**src/rtl/mem_access_ctrl_if.sv**
```systemverilog
// Request/response handshake plus the mem8 data-memory port of mem_access_ctrl.
// slave: the controller side; master: the CPU core / memory side.
interface mem_access_ctrl_if #(
    parameter int unsigned ADDR_W = 32
);
    logic              req_valid;
    logic              req_ready;
    logic [3:0]        req_op;
    logic [ADDR_W-1:0] req_addr;
    logic [31:0]       req_rt;
    logic              resp_valid;
    logic [31:0]       resp_rdata;
    logic [1:0]        resp_err;
    logic [ADDR_W-1:0] badvaddr;
    logic              mem_we;
    logic [ADDR_W-1:0] mem_addr;
    logic [1:0]        mem_mask;
    logic              mem_signed_ext;
    logic [31:0]       mem_wdata;
    logic [31:0]       mem_rdata;

    modport slave (
        input  req_valid, req_op, req_addr, req_rt, mem_rdata,
        output req_ready, resp_valid, resp_rdata, resp_err, badvaddr,
               mem_we, mem_addr, mem_mask, mem_signed_ext, mem_wdata
    );

    modport master (
        output req_valid, req_op, req_addr, req_rt, mem_rdata,
        input  req_ready, resp_valid, resp_rdata, resp_err, badvaddr,
               mem_we, mem_addr, mem_mask, mem_signed_ext, mem_wdata
    );
endinterface

```
**src/rtl/mem_access_ctrl.sv**
```systemverilog
// Load/store sequencer between the CPU MEM stage and the mem8 data memory.
// Define MEMCTL_UNALIGNED_LR_EN to enable LWL/LWR/SWL/SWR (ops 8-11) and the MERGE state.
module mem_access_ctrl #(
    parameter int unsigned ADDR_W = 32
) (
    input logic               clk,
    input logic               rst_n,
    mem_access_ctrl_if.slave  bus_io
);
    localparam logic [3:0] OpLb  = 4'd0;
    localparam logic [3:0] OpLbu = 4'd1;
    localparam logic [3:0] OpLh  = 4'd2;
    localparam logic [3:0] OpLhu = 4'd3;
    localparam logic [3:0] OpLw  = 4'd4;
    localparam logic [3:0] OpSb  = 4'd5;
    localparam logic [3:0] OpSh  = 4'd6;
    localparam logic [3:0] OpSw  = 4'd7;
`ifdef MEMCTL_UNALIGNED_LR_EN
    localparam logic [3:0] OpLwl = 4'd8;
    localparam logic [3:0] OpLwr = 4'd9;
    localparam logic [3:0] OpSwl = 4'd10;
    localparam logic [3:0] OpSwr = 4'd11;
`endif

    localparam logic [1:0] ErrNone = 2'd0;
    localparam logic [1:0] ErrAdel = 2'd1;
    localparam logic [1:0] ErrAdes = 2'd2;
    localparam logic [1:0] ErrIll  = 2'd3;

`ifdef MEMCTL_UNALIGNED_LR_EN
    typedef enum logic [1:0] {
        StIdle   = 2'd0,
        StAccess = 2'd1,
        StMerge  = 2'd2,
        StResp   = 2'd3
    } state_e;
`else
    typedef enum logic [1:0] {
        StIdle   = 2'd0,
        StAccess = 2'd1,
        StResp   = 2'd3
    } state_e;
`endif

    state_e            state_q, state_d;
    logic [3:0]        op_q, op_d;
    logic [ADDR_W-1:0] addr_q, addr_d;
    logic [31:0]       rt_q, rt_d;
    logic [31:0]       rdata_q, rdata_d;
    logic [1:0]        err_q, err_d;
    logic [ADDR_W-1:0] bad_q, bad_d;

    logic req_illegal, req_misaligned, req_store;

    function automatic logic [1:0] op_size(input logic [3:0] op);
        case (op)
            OpLh, OpLhu, OpSh: return 2'b01;
            OpLw, OpSw:        return 2'b10;
            default:           return 2'b00;
        endcase
    endfunction

`ifdef MEMCTL_UNALIGNED_LR_EN
    logic [31:0]       word_q, word_d;
    logic [ADDR_W-1:0] addr_aligned;
    logic [1:0]        byte_n;

    assign addr_aligned = {addr_q[ADDR_W-1:2], 2'b00};
    assign byte_n       = addr_q[1:0];

    // Merges follow little-endian byte numbering: n selects the boundary byte.
    function automatic logic [31:0] lwl_merge(input logic [31:0] w, input logic [31:0] rt,
                                              input logic [1:0] n);
        case (n)
            2'd0:    return {w[7:0], rt[23:0]};
            2'd1:    return {w[15:0], rt[15:0]};
            2'd2:    return {w[23:0], rt[7:0]};
            default: return w;
        endcase
    endfunction

    function automatic logic [31:0] lwr_merge(input logic [31:0] w, input logic [31:0] rt,
                                              input logic [1:0] n);
        case (n)
            2'd0:    return w;
            2'd1:    return {rt[31:24], w[31:8]};
            2'd2:    return {rt[31:16], w[31:16]};
            default: return {rt[31:8], w[31:24]};
        endcase
    endfunction

    function automatic logic [31:0] swl_merge(input logic [31:0] w, input logic [31:0] rt,
                                              input logic [1:0] n);
        case (n)
            2'd0:    return {w[31:8], rt[31:24]};
            2'd1:    return {w[31:16], rt[31:16]};
            2'd2:    return {w[31:24], rt[31:8]};
            default: return rt;
        endcase
    endfunction

    function automatic logic [31:0] swr_merge(input logic [31:0] w, input logic [31:0] rt,
                                              input logic [1:0] n);
        case (n)
            2'd0:    return rt;
            2'd1:    return {rt[23:0], w[7:0]};
            2'd2:    return {rt[15:0], w[15:0]};
            default: return {rt[7:0], w[23:0]};
        endcase
    endfunction
`endif

    always_comb begin
        req_store      = 1'b0;
        req_misaligned = 1'b0;
`ifdef MEMCTL_UNALIGNED_LR_EN
        req_illegal    = (bus_io.req_op > 4'd11);
`else
        req_illegal    = (bus_io.req_op > 4'd7);
`endif
        case (bus_io.req_op)
            OpSb:       req_store = 1'b1;
            OpSh:       req_store = 1'b1;
            OpSw:       req_store = 1'b1;
            4'd10:      req_store = 1'b1;
            4'd11:      req_store = 1'b1;
            default:    req_store = 1'b0;
        endcase
        case (bus_io.req_op)
            OpLh, OpLhu, OpSh: req_misaligned = bus_io.req_addr[0];
            OpLw, OpSw:        req_misaligned = (bus_io.req_addr[1:0] != 2'b00);
            default:           req_misaligned = 1'b0;
        endcase
    end

    always_ff @(posedge clk or negedge rst_n) begin
        if (!rst_n) begin
            state_q <= StIdle;
            op_q    <= 4'd0;
            addr_q  <= '0;
            rt_q    <= 32'd0;
            rdata_q <= 32'd0;
            err_q   <= ErrNone;
            bad_q   <= '0;
`ifdef MEMCTL_UNALIGNED_LR_EN
            word_q  <= 32'd0;
`endif
        end else begin
            state_q <= state_d;
            op_q    <= op_d;
            addr_q  <= addr_d;
            rt_q    <= rt_d;
            rdata_q <= rdata_d;
            err_q   <= err_d;
            bad_q   <= bad_d;
`ifdef MEMCTL_UNALIGNED_LR_EN
            word_q  <= word_d;
`endif
        end
    end

    // Response registers only change on the edge entering RESP, so they hold in between.
    always_comb begin
        state_d = state_q;
        op_d    = op_q;
        addr_d  = addr_q;
        rt_d    = rt_q;
        rdata_d = rdata_q;
        err_d   = err_q;
        bad_d   = bad_q;
`ifdef MEMCTL_UNALIGNED_LR_EN
        word_d  = word_q;
`endif
        unique case (state_q)
            StIdle: begin
                if (bus_io.req_valid) begin
                    op_d   = bus_io.req_op;
                    addr_d = bus_io.req_addr;
                    rt_d   = bus_io.req_rt;
                    if (req_illegal || req_misaligned) begin
                        state_d = StResp;
                        rdata_d = 32'd0;
                        bad_d   = bus_io.req_addr;
                        err_d   = req_illegal ? ErrIll : (req_store ? ErrAdes : ErrAdel);
                    end else begin
                        state_d = StAccess;
                    end
                end
            end
            StAccess: begin
                state_d = StResp;
                err_d   = ErrNone;
                bad_d   = '0;
                rdata_d = (op_q <= OpLw) ? bus_io.mem_rdata : 32'd0;
`ifdef MEMCTL_UNALIGNED_LR_EN
                case (op_q)
                    OpLwl: rdata_d = lwl_merge(bus_io.mem_rdata, rt_q, byte_n);
                    OpLwr: rdata_d = lwr_merge(bus_io.mem_rdata, rt_q, byte_n);
                    OpSwl, OpSwr: begin
                        word_d  = bus_io.mem_rdata;
                        state_d = StMerge;
                        err_d   = err_q;
                        bad_d   = bad_q;
                        rdata_d = rdata_q;
                    end
                    default: ;
                endcase
`endif
            end
`ifdef MEMCTL_UNALIGNED_LR_EN
            StMerge: begin
                state_d = StResp;
                err_d   = ErrNone;
                bad_d   = '0;
                rdata_d = 32'd0;
            end
`endif
            StResp:  state_d = StIdle;
            default: state_d = StIdle;
        endcase
    end

    always_comb begin
        bus_io.req_ready      = 1'b0;
        bus_io.resp_valid     = 1'b0;
        bus_io.mem_we         = 1'b0;
        bus_io.mem_addr       = '0;
        bus_io.mem_mask       = 2'b00;
        bus_io.mem_signed_ext = 1'b0;
        bus_io.mem_wdata      = 32'd0;
        unique case (state_q)
            StIdle: bus_io.req_ready = 1'b1;
            StAccess: begin
`ifdef MEMCTL_UNALIGNED_LR_EN
                if (op_q >= OpLwl) begin
                    bus_io.mem_addr = addr_aligned;
                    bus_io.mem_mask = 2'b10;
                end else
`endif
                begin
                    bus_io.mem_addr       = addr_q;
                    bus_io.mem_mask       = op_size(op_q);
                    bus_io.mem_signed_ext = (op_q == OpLb) || (op_q == OpLh);
                    if (op_q >= OpSb) begin
                        bus_io.mem_we    = 1'b1;
                        bus_io.mem_wdata = rt_q;
                    end
                end
            end
`ifdef MEMCTL_UNALIGNED_LR_EN
            StMerge: begin
                bus_io.mem_we    = 1'b1;
                bus_io.mem_addr  = addr_aligned;
                bus_io.mem_mask  = 2'b10;
                bus_io.mem_wdata = (op_q == OpSwl) ? swl_merge(word_q, rt_q, byte_n)
                                                   : swr_merge(word_q, rt_q, byte_n);
            end
`endif
            StResp:  bus_io.resp_valid = 1'b1;
            default: ;
        endcase
    end

    assign bus_io.resp_rdata = rdata_q;
    assign bus_io.resp_err   = err_q;
    assign bus_io.badvaddr   = bad_q;
endmodule

```
**src/flat_wrapper.sv**
```systemverilog
// flat-port wrapper written by rule: the top's interface ports become plain ports
module mem_access_ctrl_flat 
#(
    parameter int unsigned ADDR_W = 32
)
  (clk, rst_n, bus_io_req_valid, bus_io_req_op, bus_io_req_addr, bus_io_req_rt, bus_io_mem_rdata, bus_io_req_ready, bus_io_resp_valid, bus_io_resp_rdata, bus_io_resp_err, bus_io_badvaddr, bus_io_mem_we, bus_io_mem_addr, bus_io_mem_mask, bus_io_mem_signed_ext, bus_io_mem_wdata);
  mem_access_ctrl_if #(.ADDR_W(ADDR_W)) bus_io_i ();
  input logic clk;
  input logic rst_n;
  input wire logic [$bits(bus_io_i.req_valid)-1:0] bus_io_req_valid;
  input wire logic [$bits(bus_io_i.req_op)-1:0] bus_io_req_op;
  input wire logic [$bits(bus_io_i.req_addr)-1:0] bus_io_req_addr;
  input wire logic [$bits(bus_io_i.req_rt)-1:0] bus_io_req_rt;
  input wire logic [$bits(bus_io_i.mem_rdata)-1:0] bus_io_mem_rdata;
  output wire logic [$bits(bus_io_i.req_ready)-1:0] bus_io_req_ready;
  output wire logic [$bits(bus_io_i.resp_valid)-1:0] bus_io_resp_valid;
  output wire logic [$bits(bus_io_i.resp_rdata)-1:0] bus_io_resp_rdata;
  output wire logic [$bits(bus_io_i.resp_err)-1:0] bus_io_resp_err;
  output wire logic [$bits(bus_io_i.badvaddr)-1:0] bus_io_badvaddr;
  output wire logic [$bits(bus_io_i.mem_we)-1:0] bus_io_mem_we;
  output wire logic [$bits(bus_io_i.mem_addr)-1:0] bus_io_mem_addr;
  output wire logic [$bits(bus_io_i.mem_mask)-1:0] bus_io_mem_mask;
  output wire logic [$bits(bus_io_i.mem_signed_ext)-1:0] bus_io_mem_signed_ext;
  output wire logic [$bits(bus_io_i.mem_wdata)-1:0] bus_io_mem_wdata;
  assign bus_io_i.req_valid = bus_io_req_valid;
  assign bus_io_i.req_op = bus_io_req_op;
  assign bus_io_i.req_addr = bus_io_req_addr;
  assign bus_io_i.req_rt = bus_io_req_rt;
  assign bus_io_i.mem_rdata = bus_io_mem_rdata;
  assign bus_io_req_ready = bus_io_i.req_ready;
  assign bus_io_resp_valid = bus_io_i.resp_valid;
  assign bus_io_resp_rdata = bus_io_i.resp_rdata;
  assign bus_io_resp_err = bus_io_i.resp_err;
  assign bus_io_badvaddr = bus_io_i.badvaddr;
  assign bus_io_mem_we = bus_io_i.mem_we;
  assign bus_io_mem_addr = bus_io_i.mem_addr;
  assign bus_io_mem_mask = bus_io_i.mem_mask;
  assign bus_io_mem_signed_ext = bus_io_i.mem_signed_ext;
  assign bus_io_mem_wdata = bus_io_i.mem_wdata;
  mem_access_ctrl #(.ADDR_W(ADDR_W)) u_core (.clk(clk), .rst_n(rst_n), .bus_io(bus_io_i));
endmodule
```
**config.mk**
```make
export PLATFORM = sky130hd
export DESIGN_NAME = mem_access_ctrl_flat
export DESIGN_NICKNAME = d
export VERILOG_FILES = /design/src/rtl/mem_access_ctrl_if.sv /design/src/rtl/mem_access_ctrl.sv /design/src/flat_wrapper.sv
export SDC_FILE = /design/constraint.sdc
export NUM_CORES = 1
export LEC_CHECK = 0
export CAP_MARGIN = 20
export CORE_MARGIN = 2
export CORE_UTILIZATION = 30
export DETAILED_ROUTE_END_ITERATION = 12
export GPL_ROUTABILITY_DRIVEN = 0
export PLACE_DENSITY = 0.7
export SLEW_MARGIN = 20
export SYNTH_ARGS = -nofsm -noshare
export SYNTH_HDL_FRONTEND = slang
export SYNTH_SLANG_ARGS = --single-unit
```
**constraint.sdc**
```tcl
create_clock -name clk -period 2.4 [get_ports clk]
set_clock_uncertainty 0.1 [all_clocks]
set_input_delay 0.48 -clock clk [delete_from_list [all_inputs] [get_ports clk]]
set_output_delay 0.48 -clock clk [all_outputs]
set_load 0.05 [all_outputs]
```
# After elaboration in Yosys (flattened, before gate mapping)
# Cells that the tools add are included.
[totals]
reg_bits = 136
out_inout_bits = 136
input_bits = 103
elab_cells = 67
[classes]
eq_ne = 17
magnitude_cmp = 3
n_reduce_logical = 13
muxes = 27
[ops]
columns = ["operator", "count"]
rows = [
  ["$mux W32", 8],
  ["$pmux W32 S2", 2],
  ["$eq A4 B3 Y1 const B", 7],
  ["$eq A4 B2 Y1 const B", 4],
  ["$mux W2", 7],
  ["$pmux W2 S2", 3],
  ["$eq A4 B4 Y1 const B", 2],
  ["$mux W1", 6],
  ["$reduce_or A3 Y1", 2],
  ["$reduce_or A5 Y1", 1],
  ["$ge A4 B3 Y1 const B", 1],
  ["$gt A4 B3 Y1 const B", 1],
  ["$le A4 B3 Y1 const B", 1],
  ["$logic_not A4 Y1", 1],
  ["$reduce_bool A2 Y1", 2],
  ["$reduce_or A2 Y1", 2],
  ["$reduce_and A3 Y1", 1],
  ["$eq A2 B1 Y1 const B", 1],
  ["$eq A2 B2 Y1 const B", 1],
  ["$logic_not A2 Y1", 1],
  ["$logic_or A1 B1 Y1", 2],
  ["$ne A2 B1 Y1 const B", 1],
  ["$ne A2 B2 Y1 const B", 1],
  ["$pmux W1 S2", 1],
  ["$reduce_and A2 Y1", 1],
]

# Depth between registers and ports, before layout
# Gate-level depths: netlist (run 1).
[logic_depth]
ltp_word = 8
ltp_mapped = 6
ltp_nobuf = 4

# Least setup slack after synthesis (run 1)
# No wires, ideal clock.
[synth_path]
path_type = "flip-flop to output port"
start = "register u_core.state_q[1]"
end = "output bus_io_mem_signed_ext"
path_stages_with_launch = 3
path_buffers = 0
slack_ps = -192
arrival_ps = 2012
path_cell_list = "dfrtp_1 nand2b_1 nor4_1"
[synth_between]
elab_chain_cells = 2
[synth_lines]
columns = ["element", "line", "rtl"]
rows = [
  ["start: declaration", "mem_access_ctrl.sv:45", "state_e state_q, state_d;"],
  ["start signal: assignment", "mem_access_ctrl.sv:138", "state_q <= StIdle;"],
  ["start signal: assignment", "mem_access_ctrl.sv:149", "state_q <= state_d;"],
  ["$eq A2 B1 Y1", "mem_access_ctrl.sv:231", "unique case (state_q)"],
  ["$mux W1", "mem_access_ctrl.sv:231", ""],
  ["end: declaration", "flat_wrapper.sv:23", "output wire logic [$bits(bus_io_i.mem_signed_ext)-1:0] bus_io_mem_signed_ext;"],
]
# No other way between the ends.

# Worst setup path after layout (run 1)
[layout_path]
start = "register u_core.op_q[0]"
end = "output bus_io_mem_wdata[29]"
[layout_between]
elab_chain_cells = 3
[layout_lines]
columns = ["element", "line", "rtl"]
rows = [
  ["start: declaration", "mem_access_ctrl.sv:46", "logic [3:0] op_q, op_d;"],
  ["start signal: assignment", "mem_access_ctrl.sv:150", "op_q <= op_d;"],
  ["$ge A4 B3 Y1", "mem_access_ctrl.sv:244", "if (op_q >= OpSb) begin"],
  ["$mux W32", "mem_access_ctrl.sv:244", ""],
  ["$mux W32", "mem_access_ctrl.sv:231", ""],
  ["end: declaration", "flat_wrapper.sv:24", "output wire logic [$bits(bus_io_i.mem_wdata)-1:0] bus_io_mem_wdata;"],
]
# No other way between the ends.

==> reports/metrics.csv, run 1 <==
metric,value,unit
hp-class,reg2reg,
synth_nets,497,
synth_warnings,0,
endpoint_kind,primary output,
violations,setup timing,
status,"finished, violations left",
drv_slew,0,
max_freq,0.415,GHz
leakagePower,4.15,nW
max_slew_margin,62.4,%
clkLatencyLatePin,0.41,ns
die_h,140,um
netlist_top_cells_area,"dfrtp_1 62%, mux2_1 9.0%, and2_1 7.6%, a32o_1 6.2%, a22o_1 5.1%",
hold_viol_final,0,
nets,752,
path_max_fanout,16,
synth_cells,394,
whs,0.377,ns
placed_area,8880,um2
cts_sinks,136,
p_int,9.73,mW
portBuffers,238,
min_period_over_period,100,%
synth-seq-cells,136,
num_rows,49,
crit_path_max_incr_delay,0.39,ns
synth_area_leader_cell,dfrtp_1,
synth_top_cell_area_share,61.6,%
path_common_cell,buf_12,
p_per_area,1750,nW/um2
crit_slowest_cell,dfrtp_1,
power,17.1,mW
drtIter0Drc,101,
start_kind,register,
clock_power_share,17.0,%
area_growth,76.7,%
final_common_cell,clkdlybuf4s50_1,
wl_per_cell,18.1,um
routed_wl,16200,um
period_needed,2.41,ns
yosysSeqAreaShare,61.6,%
p_switching,7.33,mW
gr-usage-all-layers,16.3,%
rsz0062_at_grt,true,
firstDrtPassIters,4,
design.core.area,18000,um2
antenna_found_initial,0,
cts_buffers,17,
grt_pass1_wl,24900,um
pwr-share-comb,58.8,%
cts.clk_slew.worst_paths,0.06,ns
ant_nets,0,
max_slew.worst_pin.slew,0.564,ns
num_antenna_cells,0,
htree_levels,4,
arrival,1.83,ns
clock-root-buffer,clkbuf_16,
via_per_inst,4.80,
syn_area_per_cell,14.0,um2
swShare,42.9,%
final_cell_mix,"167 x clkdlybuf4s50_1, 135 x dfrtp_1, 71 x buf_12, 44 x mux2_1, 38 x and2_1",
io_pins,239,
drcViolationCount,0,
setup_viol,15,
p_seq_share,24.3,%
worstSetupPathType,reg2out,
grt_max_degree,75,
fillers,1484,
grt_pass1_vias,4543,
die_area,19500,um2
ir_drop,0.982,mV
cts_max_path_buffers,2,
cts_tree,done,
pre_cts_slack,-0.106,ns
drive_gt1_share,28.7,%
maxCapViolCount,0,
start_util,30.6,%
crit_chain,"or2_4, a21oi_4, buf_12, nor2_4, buf_12, and2_4, buf_12",
worst_slack,-0.00971,ns
synth_cell_types,25,
syn-cell-area,5520,um2
setup_tns,-0.0514,ns
overflow,0,
dieWidth,140,um
hpwl,11300,um
critical_path_required,1.82,ns
vias,4279,
final_area,9750,um2
-- stage by stage --
step                utilization (%)  instances
floorplan                         -        394
global placement               49.3        849
detailed placement             49.3        849
CTS                            53.5        885
global route                   54.1        891
finish                         54.1        891
-- cells by family after synthesis --
logic type	after synthesis	share of synthesized area, %
DFF	136	61.6
and+or+nand+nor	84	9.15
AOI/OAI and AO/OA	72	11.9
muxes	68	13.9
buffers and inverters	33	3.26
xor gates and xnor gates	1	0.159
-- power groups by stage --
stage / logic [mW] / registers, mW / clock network (mW)
6_report: 10.0 / 4.14 / 2.89
3_3_place_gp: 9.50 / 4.08 / 0
4_1_cts: 9.86 / 4.14 / 2.96
3_5_place_dp: 9.66 / 4.11 / 0
2_1_floorplan: 3.64 / 5.96 / 0
5_1_grt: 10.4 / 4.29 / 3.06
-- state kept, by name (all words and copies together) (netlist names) --
register                  cells
u_core.rt_q                  32
u_core.bus_io.badvaddr       32
u_core.state_q                2
u_core.addr_q                32
u_core.bus_io.resp_err        2
u_core.op_q                   4
u_core.bus_io.resp_rdata     32
-- metal layers --
layer	wire, um	track usage [%]	vias to the layer above	share of wire (%)
met3	926	4.61	28	5.7
met5	0	0	-	0
met4	435	6.68	0	2.7
li1	-	-	1934	-
met1	6800	19.5	2142	42
met2	7990	27.8	175	49
-- worst max-delay path: cells and delay by family, from the launching register on --
kind	cells	cell delay, ns
and+or+nand+nor	3	0.44
AOI/OAI and AO/OA	1	0.16
buffers and inverters	3	0.43
DFF	1	0.39
-- final cells by class --
class | count | area (um2) | share of cell area, %
timing repair buffer | 266 | 3320 | 34.0
clock buffer | 25 | 495 | 5.08
clock inverter | 7 | 163 | 1.67
tap | 229 | 287 | 2.94
multi-input combinational | 227 | 2090 | 21.4
sequential | 136 | 3400 | 34.9
inverter | 1 | 3.75 | 0.0385
-- Yosys cell counts --
cell      number
and3_1         1
buf_6          4
nor4_1         1
a21oi_1        2
o21a_1         1
or2_2          1
a22o_1        32
mux2_2        24
and2_1        67
nand2b_1       2
o21ai_1        1
nor2_1         5
clkbuf_1      15
buf_4          4
a311o_1        1
nor2b_1        2
nand2_1        3
a32o_1        34
buf_2          9
or2_1          2
dfrtp_1      136
mux2_1        44
inv_2          1
o21ai_0        1
xnor2_1        1
-- repair_timing --
| item | CTS | global route |
|---|---|---|
| pin swaps | 18 | 4 |
| cloned | 1 | 1 |
| hold buffers | 1 | 0 |
| endpoints found under the setup margin | 35 | 35 |
| gates resized for setup | 24 | 17 |
| endpoints found under the hold margin | 55 | 0 |
| setup buffers | 2 | 5 |
-- path summary, 6_finish.rpt --
kind	from	endpoint	slack, ns	cells past startpoint
hold / removal	u_core.addr_q[31]	u_core.addr_q[31]	0.38	1
min in group asynchronous	rst_n	u_core.rt_q[10]	0.52	2
setup reg to reg	u_core.state_q[0]	u_core.addr_q[4]	0.51	5
hold reg to reg	u_core.addr_q[31]	u_core.addr_q[31]	0.38	1
setup / recovery	u_core.op_q[0]	bus_io_mem_wdata[29]	-0.01	7
max in group asynchronous	rst_n	u_core.bus_io.badvaddr[1]	0.98	3
(Power assumes the default switching activity.)
==> inputs of run 2 (changes only) <==
Settings changed: PLACE_DENSITY 0.7 to 0.73, SKIP_LAST_GASP set to 1.
Clock period 2.4 ns to 1.95 ns, I/O delays scaled along.
==> reports/metrics.csv, run 2 (synthesis results as in run 1) <==
metric,value,unit
path_common_cell,buf_12,
final_common_cell,dfrtp_1,
status,"finished, violations left",
crit_slowest_cell,dfrtp_1,
cts_max_path_buffers,2,
design.core.area,18000,um2
start_util,30.6,%
violations,setup timing,
clock_power_share,15.4,%
drv_slew,0,
rsz0062_at_grt,true,
worstSetupPathType,reg2out,
endpoint_kind,primary output,
area_growth,85.0,%
path_max_fanout,7,
firstDrtPassIters,4,
overflow,0,
io_pins,239,
grt_max_degree,53,
antenna_found_initial,0,
routed_wl,17200,um
p_switching,9.43,mW
max_slew_margin,75.5,%
worst_slack,-0.393,ns
grt_pass1_wl,26500,um
max_slew.worst_pin.slew,0.368,ns
die_area,19500,um2
cts_sinks,136,
cts.clk_slew.worst_paths,0.05,ns
ir_drop,1.26,mV
maxCapViolCount,0,
pre_cts_slack,-0.445,ns
hold_viol_final,0,
p_seq_share,23.2,%
drtIter0Drc,122,
final_cell_mix,"136 x dfrtp_1, 100 x clkdlybuf4s50_1, 84 x buf_4, 82 x buf_12, 63 x and2_4",
crit_path_max_incr_delay,0.41,ns
setup_viol,80,
grt_pass1_vias,4675,
via_per_inst,4.81,
die_h,140,um
arrival,1.85,ns
hp-class,in2reg,
hpwl,11600,um
wl_per_cell,18.8,um
clock-root-buffer,clkbuf_16,
pwr-share-comb,61.4,%
htree_levels,4,
cts_buffers,17,
fillers,1456,
num_antenna_cells,0,
dieWidth,140,um
p_per_area,2160,nW/um2
power,22.1,mW
cts_tree,done,
max_freq,0.427,GHz
min_period_over_period,120,%
clkLatencyLatePin,0.40,ns
critical_path_required,1.46,ns
vias,4405,
start_kind,register,
drive_gt1_share,47.0,%
gr-usage-all-layers,17.4,%
portBuffers,238,
crit_chain,"or2_4, a21oi_4, buf_12, nor2_4, buf_6, and2_4, buf_12",
nets,778,
num_rows,49,
drcViolationCount,0,
dp_cells,859,
stdcell_count,916,
leakagePower,4.58,nW
p_int,12.6,mW
period_needed,2.34,ns
fin_util,56.7,%
ant_nets,0,
swShare,42.7,%
==> run 2: per-layer routing <==
metal  up-vias  track usage [%]  part of all wire [%]
met1      2198             22.3                    43
li1       1995                -                     -
met3        16             5.09                   6.6
met4         0             4.58                  0.96
met2       196             28.8                    50
met5         -                0                     0
==> run 2: per-stage QoR <==
step           hold WS, ns  cell area [um2]  TNS, ns
2_1_floorplan     -0.00559             5550   -0.557
3_3_place_gp         0.218             8920   -32.11
3_5_place_dp         0.221             8920   -37.04
4_1_cts              0.348            10000   -21.84
5_1_grt              0.286            10200   -24.89
6_report             0.269            10200   -17.60
==> run 2: final cells by class <==
cell class | instances | area [um2] | share of cell area [%]
Clock buffer | 23 | 488 | 4.78
Clock inverter | 8 | 143 | 1.40
Inverter | 1 | 3.75 | 0.0367
Multi-Input combinational cell | 227 | 2210 | 21.7
Sequential cell | 136 | 3400 | 33.3
Tap cell | 229 | 287 | 2.80
Timing Repair Buffer | 292 | 3680 | 36.0
==> run 2: final timing paths <==
| kind | start | to | slack [ns] | depth (start not counted) |
|---|---|---|---|---|
| max reg2reg | u_core.state_q[0] | u_core.bus_io.badvaddr[20] | -0.01 | 6 |
| min reg2reg | u_core.rt_q[23] | u_core.rt_q[23] | 0.38 | 1 |
| min in group asynchronous | rst_n | u_core.bus_io.badvaddr[22] | 0.36 | 2 |
| max | u_core.op_q[1] | bus_io_mem_wdata[28] | -0.39 | 7 |
| max in group asynchronous | rst_n | u_core.addr_q[7] | 0.79 | 3 |
| min | bus_io_req_op[0] | u_core.op_q[0] | 0.27 | 2 |
==> run 2: worst max-delay path: cells and delay by family, from the launching register on <==
| family | cells | cell delay, ns |
|---|---|---|
| buffers and inverters | 3 | 0.42 |
| and+or+nand+nor | 3 | 0.45 |
| DFF | 1 | 0.41 |
| AOI/OAI and AO/OA | 1 | 0.17 |
==> run 2: power groups by stage <==
stage	clock network, mW	logic (mW)	registers, mW
6_report	3.40	13.5	5.13
3_5_place_dp	0	12.0	5.06
4_1_cts	3.48	13.4	5.13
5_1_grt	3.61	14.1	5.32
2_1_floorplan	0	4.52	7.34
3_3_place_gp	0	11.8	4.99
==> run 2: timing repair <==
| action | in CTS | in global routing |
|---|---|---|
| setup endpoints to repair | 73 | 150 |
| cloned | 7 | 4 |
| endpoints found under the hold margin | 36 | 0 |
| hold buffers | 1 | 0 |
| resized for setup | 90 | 16 |
| setup buffers | 13 | 4 |
| pin swaps | 56 | 42 |
